<file path="config.mk">
export PLATFORM = sky130hd
export DESIGN_NAME = div_sched_ctrl
export DESIGN_NICKNAME = d
export VERILOG_FILES = /design/src/rtl/div_ctrl_pkg.sv /design/src/rtl/div_core.sv /design/src/rtl/div_sched_ctrl.sv
export SDC_FILE = /design/constraint.sdc
export NUM_CORES = 1
export LEC_CHECK = 0
export ABC_AREA = 1
export CELL_PAD_IN_SITES_DETAIL_PLACEMENT = 1
export CELL_PAD_IN_SITES_GLOBAL_PLACEMENT = 1
export CORE_MARGIN = 2
export CORE_UTILIZATION = 41
export CTS_CLUSTER_DIAMETER = 30
export CTS_CLUSTER_SIZE = 20
export DETAILED_ROUTE_END_ITERATION = 16
export PLACE_DENSITY_LB_ADDON = 0.1
export SKIP_CTS_REPAIR_TIMING = 1
export SLEW_MARGIN = 20
export SYNTH_ARGS = -nofsm -noshare
export SYNTH_HDL_FRONTEND = slang
export SYNTH_HIERARCHICAL = 1
export SYNTH_SLANG_ARGS = --single-unit
</file>
<file path="constraint.sdc">
create_clock -name I_CLK -period 2.8 [get_ports I_CLK]
set_input_delay 0.42 -clock I_CLK [delete_from_list [all_inputs] [get_ports I_CLK]]
set_output_delay 0.42 -clock I_CLK [all_outputs]
set_load 0.02 [all_outputs]
</file>
<file path="src/rtl/div_ctrl_pkg.sv">
// Shared types and defaults for the run-time clock divider controller.
package div_ctrl_pkg;

    localparam int unsigned DEF_CNT_W = 16;
    localparam int unsigned DEF_DIV   = 20;

    typedef enum logic [1:0] {
        IDLE = 2'd0,
        RUN  = 2'd1,
        STOP = 2'd2
    } state_t;

endpackage

</file>
<file path="src/rtl/div_core.sv">
// Divider core: half-period counter, registered divided clock and rise tick.
// fall_c flags the cycle whose edge turns div_clk 1->0 (ratio swap point).
module div_core
    import div_ctrl_pkg::*;
#(
    parameter int unsigned CNT_W = DEF_CNT_W
) (
    input  logic             clk,
    input  logic             rst,
    input  logic             cnt_en,
    input  logic [CNT_W-1:0] div,
    output logic             div_clk,
    output logic             tick,
    output logic             fall_c
);

    logic [CNT_W-1:0] k;
    logic             toggle_c;

    assign toggle_c = cnt_en && (k >= div);
    assign fall_c   = toggle_c && div_clk;

    // Disabled counting parks the divider at k=0 with the clock low.
    always_ff @(posedge clk or posedge rst) begin
        if (rst) begin
            k       <= '0;
            div_clk <= 1'b0;
            tick    <= 1'b0;
        end else if (!cnt_en) begin
            k       <= '0;
            div_clk <= 1'b0;
            tick    <= 1'b0;
        end else if (toggle_c) begin
            k       <= '0;
            div_clk <= ~div_clk;
            tick    <= ~div_clk;
        end else begin
            k       <= k + CNT_W'(1);
            tick    <= 1'b0;
        end
    end

endmodule

</file>
<file path="src/rtl/div_sched_ctrl.sv">
// Run/stop sequencing and ratio handshake for the programmable clock divider.
// Optional period counter output enabled by defining DIVCTL_PERIOD_CNT_EN.
module div_sched_ctrl
    import div_ctrl_pkg::*;
#(
    parameter int unsigned CNT_W       = DEF_CNT_W,
    parameter int unsigned DEFAULT_DIV = DEF_DIV
) (
    input  logic             I_CLK,
    input  logic             Rst,
    input  logic             en,
    input  logic             cfg_valid,
    input  logic [CNT_W-1:0] cfg_div,
    output logic             cfg_ready,
    output logic             O_CLK,
    output logic             tick,
    output logic             busy,
`ifdef DIVCTL_PERIOD_CNT_EN
    output logic [CNT_W-1:0] cur_div,
    output logic [15:0]      period_cnt
`else
    output logic [CNT_W-1:0] cur_div
`endif
);

    state_t           state;
    state_t           state_nxt;
    logic             cnt_en_c;
    logic             fall_c;
    logic             stop_exit_c;
    logic             accept_c;
    logic             direct_c;
    logic             apply_c;
    logic             pend_vld;
    logic             pend_vld_nxt;
    logic [CNT_W-1:0] pend_div;

    // Count in RUN; in STOP only while finishing a high phase or resuming.
    assign cnt_en_c = (state == RUN) || ((state == STOP) && (en || O_CLK));

    div_core #(
        .CNT_W   (CNT_W)
    ) u_core (
        .clk     (I_CLK),
        .rst     (Rst),
        .cnt_en  (cnt_en_c),
        .div     (cur_div),
        .div_clk (O_CLK),
        .tick    (tick),
        .fall_c  (fall_c)
    );

    always_ff @(posedge I_CLK or posedge Rst) begin
        if (Rst) state <= IDLE;
        else     state <= state_nxt;
    end

    always_comb begin
        state_nxt   = state;
        stop_exit_c = 1'b0;
        case (state)
            IDLE: if (en) state_nxt = RUN;
            RUN:  if (!en) state_nxt = STOP;
            STOP: begin
                if (en) begin
                    state_nxt = RUN;
                end else if (!O_CLK || fall_c) begin
                    state_nxt   = IDLE;
                    stop_exit_c = 1'b1;
                end
            end
            default: state_nxt = IDLE;
        endcase
    end

    // Ratios land directly only while the output is parked low.
    assign accept_c     = cfg_valid && cfg_ready;
    assign direct_c     = (state == IDLE) || ((state == STOP) && !O_CLK);
    assign apply_c      = pend_vld && (fall_c || stop_exit_c);
    assign pend_vld_nxt = (accept_c && !direct_c) || (pend_vld && !apply_c);

    always_ff @(posedge I_CLK or posedge Rst) begin
        if (Rst) begin
            cur_div   <= CNT_W'(DEFAULT_DIV);
            pend_div  <= '0;
            pend_vld  <= 1'b0;
            cfg_ready <= 1'b1;
            busy      <= 1'b0;
        end else begin
            pend_vld  <= pend_vld_nxt;
            cfg_ready <= ~pend_vld_nxt;
            busy      <= (state_nxt != IDLE);
            if (accept_c && direct_c) cur_div <= cfg_div;
            else if (apply_c)         cur_div <= pend_div;
            if (accept_c && !direct_c) pend_div <= cfg_div;
        end
    end

`ifdef DIVCTL_PERIOD_CNT_EN
    logic load_c;
    assign load_c = (accept_c && direct_c) || apply_c;

    always_ff @(posedge I_CLK or posedge Rst) begin
        if (Rst)         period_cnt <= '0;
        else if (load_c) period_cnt <= '0;
        else if (fall_c) period_cnt <= period_cnt + 16'(1);
    end
`endif

endmodule

</file>
==> results of run 1 <==
[cell usage after synthesis, drive strengths merged]
library cell  number
xnor2              2
nor2              29
dfstp              3
nor3               1
nand2            152
o21ai              4
o21a               1
inv               44
a21oi              9
clkbuf             1
a21o               1
buf                9
or2                1
xor2              10
nand4              3
dfrtp             52
ha                17
nand3             44
[sequential cells by signal (all words and copies together) (netlist names)]
| name | flops |
|---|---|
| cur_div | 16 |
| state | 2 |
| busy | 1 |
| u_core/k | 16 |
| u_core/div_clk | 1 |
| pend_div | 16 |
| u_core/tick | 1 |
| cfg_ready | 1 |
| pend_vld | 1 |
[through the flow]
step / cell area (um^2) / hold slack [ps]
floorplan: 3100 / 359
global placement: 3540 / 454
detailed placement: 3540 / 459
CTS: 3630 / 486
global route: 3630 / 509
finish: 3630 / 481
[power by group]
part | switching (W) | leakage, nW | total [W] | internal [W]
clock | 0.000278 | 0.0458 | 0.000460 | 0.000182
combinational | 0.000747 | 1.11 | 0.00127 | 0.000528
sequential | 0.000200 | 0.707 | 0.00126 | 0.00106
[worst register-to-register path, cell delays in order, from the launching register on]
cell and delay (ps):
sky130_fd_sc_hd__dfstp_2 560, sky130_fd_sc_hd__inv_1 50, sky130_fd_sc_hd__ha_1 280, sky130_fd_sc_hd__nand2_1 80, sky130_fd_sc_hd__nor2_1 50, sky130_fd_sc_hd__nor2_1 80, sky130_fd_sc_hd__nand2_1 60, sky130_fd_sc_hd__nand2_1 50
sky130_fd_sc_hd__nand2_1 60, sky130_fd_sc_hd__nand2_2 90, sky130_fd_sc_hd__nand2_1 70, sky130_fd_sc_hd__nand2_1 60, sky130_fd_sc_hd__nor2_1 40, sky130_fd_sc_hd__inv_1 70, sky130_fd_sc_hd__nand2_2 80, sky130_fd_sc_hd__nand2_4 190
sky130_fd_sc_hd__nand2_8 120, sky130_fd_sc_hd__nand2_1 100, sky130_fd_sc_hd__nand2_1 40
[how the worst min path moves through the flow]
stage,end,slack [ps],cells after the start
3_5_place_dp,pend_div[5],460,2
4_1_cts,pend_div[5],490,2
3_3_place_gp,pend_div[7],450,2
2_1_floorplan,u_core/div_clk,360,1
5_1_grt,pend_div[5],510,2
6_report,pend_div[5],480,2
[area by class of cell]
class	count	area, um^2
Fill cell	947	3660
Multi-Input combinational cell	274	1470
Sequential cell	55	1380
Timing Repair Buffer	40	398
Inverter	44	168
Tap cell	99	124
Clock buffer	6	72.6
Clock inverter	2	17.5
[per-layer routing]
| metal | GRT usage | vias to the layer above | wire length [um] |
|---|---|---|---|
| met5 | 0 | - | 0 |
| met4 | 0.0455 | 0 | 60 |
| met3 | 0.0284 | 4 | 152 |
| met2 | 0.319 | 26 | 3520 |
| met1 | 0.255 | 1205 | 3430 |
| li1 | - | 1261 | - |
[logic make-up (layout without fill, tap and decap cells)]
kind of cell	Yosys count	in the layout	share of synthesized area
buf+inv	54	92	0.0788
flops	55	55	0.445
fa+ha+maj	17	17	0.0687
compound gates	15	15	0.0258
xor+xnor	12	12	0.0339
simple gates	230	230	0.347
==> summary.txt, run 1 <==
sequential fraction of the synthesis area -> 0.445
top area cells in the synthesized netlist -> sky130_fd_sc_hd__dfrtp_1 (42%), sky130_fd_sc_hd__nand2_1 (17%), sky130_fd_sc_hd__ha_1 (6.9%)
min-delay worst type -> flip-flop to flip-flop
area of the placeable core -> 7290 um^2
critical hold path startpoint -> pend_div[5]
cells on worst reg2reg path -> 18
final sum of negative setup slack -> 0 ps
estimated wirelength of the detail-placed design -> 5.36 mm
CP startpoint kind -> flip-flop
Detailed Route WL -> 7.17 mm
average vias per placed instance -> 4.80
# rows -> 31
Slew headroom -> 0.520
area share of the largest cell type after synthesis -> 0.420
wire length of the first global-routing pass -> 12.8 mm
Remaining DRCs -> 0
number of vias after detailed routing -> 2496
area growth from synthesis to layout -> 17.3%
weighted congestion at the end of routability-driven global placement -> 0.790
Leakage -> 1.86 nW
clock buffers created by TritonCTS -> 5
time the worst path needs with I/O delays and setup -> 2250 ps
setup violators final -> 0
maximum ir drop on the vdd rail -> 0.303 mV
clock transition at the register clock pins on the worst setup and hold paths after CTS -> 110 ps
reg-to-reg slack, setup -> 550 ps
Antenna Violating Nets Remaining -> 0
starting density of the core -> 0.425
most area-hungry cell type in the Yosys netlist -> sky130_fd_sc_hd__dfrtp_1
Seq cells post-synth -> 55
critical path peak fanout -> 17
Congestion Overflow GR -> 0
Num Clock Sinks -> 55
Worst Path Arrival -> 2460 ps
Post-Syn Area -> 3100 um^2
upper clock frequency limit -> 443 MHz
master cell of the clock root buffer -> sky130_fd_sc_hd__clkbuf_8
Top delay family on crit path -> simple AND/OR/NAND/NOR gates
setup ws final -> 545 ps
Worst Setup End Kind -> flip-flop
share of post-route cells with drive strength above 1 -> 0.109
number of standard cells in the final layout excluding fillers -> 520
critical path endpoint -> cur_div[8]
count of yosys warnings during synthesis -> 6
total die area -> 8270 um^2
overall power -> 0.00300 W
die width -> 90.9 um
detailed-route wire length per cell -> 13.8 um
buffer levels on the longest clock path -> 2
power per cell area -> 826 nW/um^2
critical setup path kind -> flip-flop to flip-flop
Gate Count Post-Synth -> 383
Slew @ Worst Pin -> 719 ps
port bufs -> 39
DP Cell Count -> 512
Fin Clk Skew -> 14.5 ps
clk_lat worst skew -> 310 ps
number of H-tree levels -> 2
critical-path cell list -> inv_1 -> ha_1 -> nand2_1 -> nor2_1 -> nor2_1 -> nand2_1 -> nand2_1 -> nand2_1 -> nand2_2 -> nand2_1 -> nand2_1 -> nor2_1 -> inv_1 -> nand2_2 -> nand2_4 -> nand2_8 -> nand2_1 -> nand2_1
most used cells in the layout excluding fill and tap cells -> sky130_fd_sc_hd__nand2_1 (142), sky130_fd_sc_hd__dfrtp_1 (52), sky130_fd_sc_hd__inv_1 (40)
post-synthesis average cell area -> 8.09 um^2
number of maximum-capacitance constraint violations -> 0
count of nets after finishing -> 457
number of I/O pins -> 40
status -> completed
unrepaired setup endpoints after global routing -> no
worst setup path startpoint -> cur_div[2]
number of iterations in the first detailed-routing pass -> 4
Synth Net Count -> 420
initial detailed-routing violation count -> 74
largest net degree at the start of global routing -> 38
number of logic stages on the critical path including buffering -> 18
pre-CTS setup slack -> 554 ps
worst r2r dst -> cur_div[8]
Die H -> 90.9 um
vias in the first global route -> 2639
Crit-path slowest cell -> sky130_fd_sc_hd__dfstp_2
Final Max Tran Viols -> 0
count of antenna diodes in the layout -> 0
clock tree from TritonCTS -> built
Yosys cell types -> 31
antenna violations before repair -> 0
total count of hold-check failures in the final report -> 0
most frequent standard cell in the layout excluding fill and tap cells -> sky130_fd_sc_hd__nand2_1
largest stage delay on the critical path -> 560 ps
required time of the critical path -> 3000 ps
Critical R2R Launch -> cur_div[2]
count of buffer and inverter cells on the critical path -> 2
GR Util All Layers -> 0.189
fraction of the cycle the final worst path needs -> 0.805
final core area utilization -> 0.498
cell type with the highest occurrence count on the critical path -> sky130_fd_sc_hd__nand2_1
No activity file was read; power rests on OpenSTA's default activity.
==> run 2: changes to the inputs <==
--- a/config.mk
+++ b/config.mk
@@ -9,7 +9,7 @@
 export CELL_PAD_IN_SITES_DETAIL_PLACEMENT = 1
 export CELL_PAD_IN_SITES_GLOBAL_PLACEMENT = 1
 export CORE_MARGIN = 2
-export CORE_UTILIZATION = 41
+export CORE_UTILIZATION = 37
 export CTS_CLUSTER_DIAMETER = 30
 export CTS_CLUSTER_SIZE = 20
 export DETAILED_ROUTE_END_ITERATION = 16
==> constraint.sdc (replaced) <==
create_clock -name I_CLK -period 2.03 [get_ports I_CLK]
set_input_delay 0.3045 -clock I_CLK [delete_from_list [all_inputs] [get_ports I_CLK]]
set_output_delay 0.3045 -clock I_CLK [all_outputs]
set_load 0.02 [all_outputs]
==> run 2 against run 1 <==
The flow now finishes with violations (setup timing). Non-clock buffer count grew 34. Global-route usage shrank 1.1 points. Hold slack got worse by 140 ps.
==> summary.txt, run 2 (synthesis results as in run 1) <==
# rows -> 33 (+6.5%)
Die H -> 95.5 um (+5.0%)
required time of the critical path -> 2270 ps (-730 ps)
clock tree from TritonCTS -> built
maximum ir drop on the vdd rail -> 0.588 mV (+94%)
Worst Setup End Kind -> flip-flop
number of H-tree levels -> 2 (unchanged)
fraction of the cycle the final worst path needs -> 1.04 (+0.238)
number of vias after detailed routing -> 2612 (+4.6%)
Critical R2R Launch -> cur_div[2]
Post-Layout Inst Area -> 4060 um^2 (+12%)
GR Util All Layers -> 0.178 (-0.0113)
critical-path cell list -> inv_2 -> ha_4 -> nand2_4 -> nor2_2 -> nor2_1 -> nand2_1 -> nand2_1 -> nand2_2 -> nand2_2 -> nand2_2 -> nand2_2 -> nor2_2 -> inv_2 -> nand2_4 -> nand2_8 -> nand2_8 -> nand2_1 -> nand2_1
detailed-route wire length per cell -> 13.8 um (about the same)
number of iterations in the first detailed-routing pass -> 4 (unchanged)
count of nets after finishing -> 494 (+8.1%)
largest stage delay on the critical path -> 550 ps (about the same)
violations in the final reports -> setup timing
cells on worst reg2reg path -> 18 (unchanged)
time the worst path needs with I/O delays and setup -> 2120 ps (-136 ps)
area of the placeable core -> 8180 um^2 (+12%)
power per cell area -> 1160 nW/um^2 (+40%)
Filler Cells Inserted -> 983 (+3.8%)
critical path endpoint -> cur_div[15]
setup ws final -> -88.5 ps (-634 ps)
critical path peak fanout -> 8 (-9)
weighted congestion at the end of routability-driven global placement -> 0.731 (-7.4%)
largest net degree at the start of global routing -> 38 (unchanged)
clock transition at the register clock pins on the worst setup and hold paths after CTS -> 100 ps (about the same)
critical setup path kind -> flip-flop to flip-flop
most frequent standard cell in the layout excluding fill and tap cells -> sky130_fd_sc_hd__nand2_1
Remaining DRCs -> 0 (unchanged)
Slew @ Worst Pin -> 495 ps (-224 ps)
starting density of the core -> 0.379 (-0.0459)
area growth from synthesis to layout -> 31.1%
wire length of the first global-routing pass -> 12.6 mm (-1.0%)
largest registers -> cur_div (16), pend_div (16), u_core/k (16)
vias in the first global route -> 2665 (+0.99%)
CP startpoint kind -> flip-flop
Leakage -> 2.08 nW (+12%)
average vias per placed instance -> 4.64 (-3.3%)
Crit-path slowest cell -> sky130_fd_sc_hd__dfstp_2
initial detailed-routing violation count -> 43 (-42%)
share of post-route cells with drive strength above 1 -> 0.236 (+0.127)
Antenna Violating Nets Remaining -> 0 (unchanged)
pre-CTS setup slack -> -136 ps (-690 ps)
clock buffers created by TritonCTS -> 5 (unchanged)
total count of hold-check failures in the final report -> 0 (unchanged)
clk_lat worst skew -> 310 ps (about the same)
buffer levels on the longest clock path -> 2 (unchanged)
count of antenna diodes in the layout -> 0 (unchanged)
number of standard cells in the final layout excluding fillers -> 563 (+8.3%)
estimated wirelength of the detail-placed design -> 5.71 mm (+6.6%)
die width -> 95.5 um (+5.0%)
cell area reported after detailed placement -> 3810 um^2 (+7.5%)
number of maximum-capacitance constraint violations -> 0 (unchanged)
antenna violations before repair -> 0 (unchanged)
most used cells in the layout excluding fill and tap cells -> sky130_fd_sc_hd__nand2_1 (122), sky130_fd_sc_hd__dfrtp_1 (52), sky130_fd_sc_hd__clkdlybuf4s50_1 (39)
min-delay worst type -> input port to asynchronous set/reset pin
number of I/O pins -> 40 (unchanged)
Final Max Tran Viols -> 0 (unchanged)
overall power -> 0.00469 W (+56%)
DP Cell Count -> 550 (+7.4%)
unrepaired setup endpoints after global routing -> yes
setup violators final -> 17 (+17)
upper clock frequency limit -> 472 MHz (+6.4%)
Detailed Route WL -> 7.75 mm (+8.2%)
worst r2r dst -> cur_div[15]
reg-to-reg slack, setup -> -90 ps (-630 ps)
Worst Path Arrival -> 2360 ps (-100 ps)
Slew headroom -> 0.670 (+0.150)
Congestion Overflow GR -> 0 (unchanged)
Num Clock Sinks -> 55 (unchanged)
port bufs -> 39 (unchanged)
status -> finished, violations left
worst setup path startpoint -> cur_div[2]
total die area -> 9120 um^2 (+10%)
master cell of the clock root buffer -> sky130_fd_sc_hd__clkbuf_8
Fin Clk Skew -> 9.95 ps (-4.52 ps)
==> run 2: cell count changes in the layout (fill, tap and decap cells not counted), sizes merged <==
cell,change
buf,+34
bufinv,+1
clkbuf,+1
clkinv,-1
inv,-1
nand2,+3
==> run 2: worst min-delay path by stage <==
stage                start              to  depth (start not counted)
6_report               Rst     u_core/k[8]                          3
5_1_grt                Rst     u_core/k[8]                          3
4_1_cts                Rst     u_core/k[9]                          3
3_5_place_dp   pend_div[6]     pend_div[6]                          2
3_3_place_gp   pend_div[3]     pend_div[3]                          2
2_1_floorplan          Rst  u_core/div_clk                          1
==> run 2: layer usage <==
layer  global-route usage  part of all wire  vias up
met5                    0                 0        -
met4               0.0393            0.0054        0
met3               0.0269             0.019        4
met2                0.310              0.51       21
met1                0.233              0.47     1244
li1                     -                 -     1343
==> run 2: report_power, final <==
group          switching (W)  internal, W  total (W)  leakage (nW)
combinational        0.00125      0.00101    0.00226          1.32
clock               0.000357     0.000370   0.000727        0.0524
sequential          0.000233      0.00147    0.00170         0.707
total                0.00184      0.00285    0.00469          2.08
==> run 2: layout make-up <==
cell class | count | area, um^2 | share of cell area
Clock inverter | 1 | 30.0 | 0.00739
Sequential cell | 55 | 1380 | 0.340
Timing Repair Buffer | 74 | 657 | 0.162
Tap cell | 105 | 131 | 0.0323
Multi-Input combinational cell | 277 | 1620 | 0.399
Inverter | 44 | 168 | 0.0413
Clock buffer | 7 | 76.3 | 0.0188
==> run 2: worst max-delay path: cells and delay by family, from the launching register on <==
kind / cells / cell delay [ps]
simple gates: 15 / 1130
flops: 1 / 550
fa+ha+maj: 1 / 260
buf+inv: 2 / 110
==> run 2: through the flow <==
stage | TNS (ps) | hold slack, ps | utilization
detailed placement | -2020 | 459 | 0.466
floorplan | -414 | 243 | -
CTS | -2430 | 343 | 0.479
global placement | -1010 | 453 | 0.466
finish | -881 | 337 | 0.497
global route | -3670 | 389 | 0.497
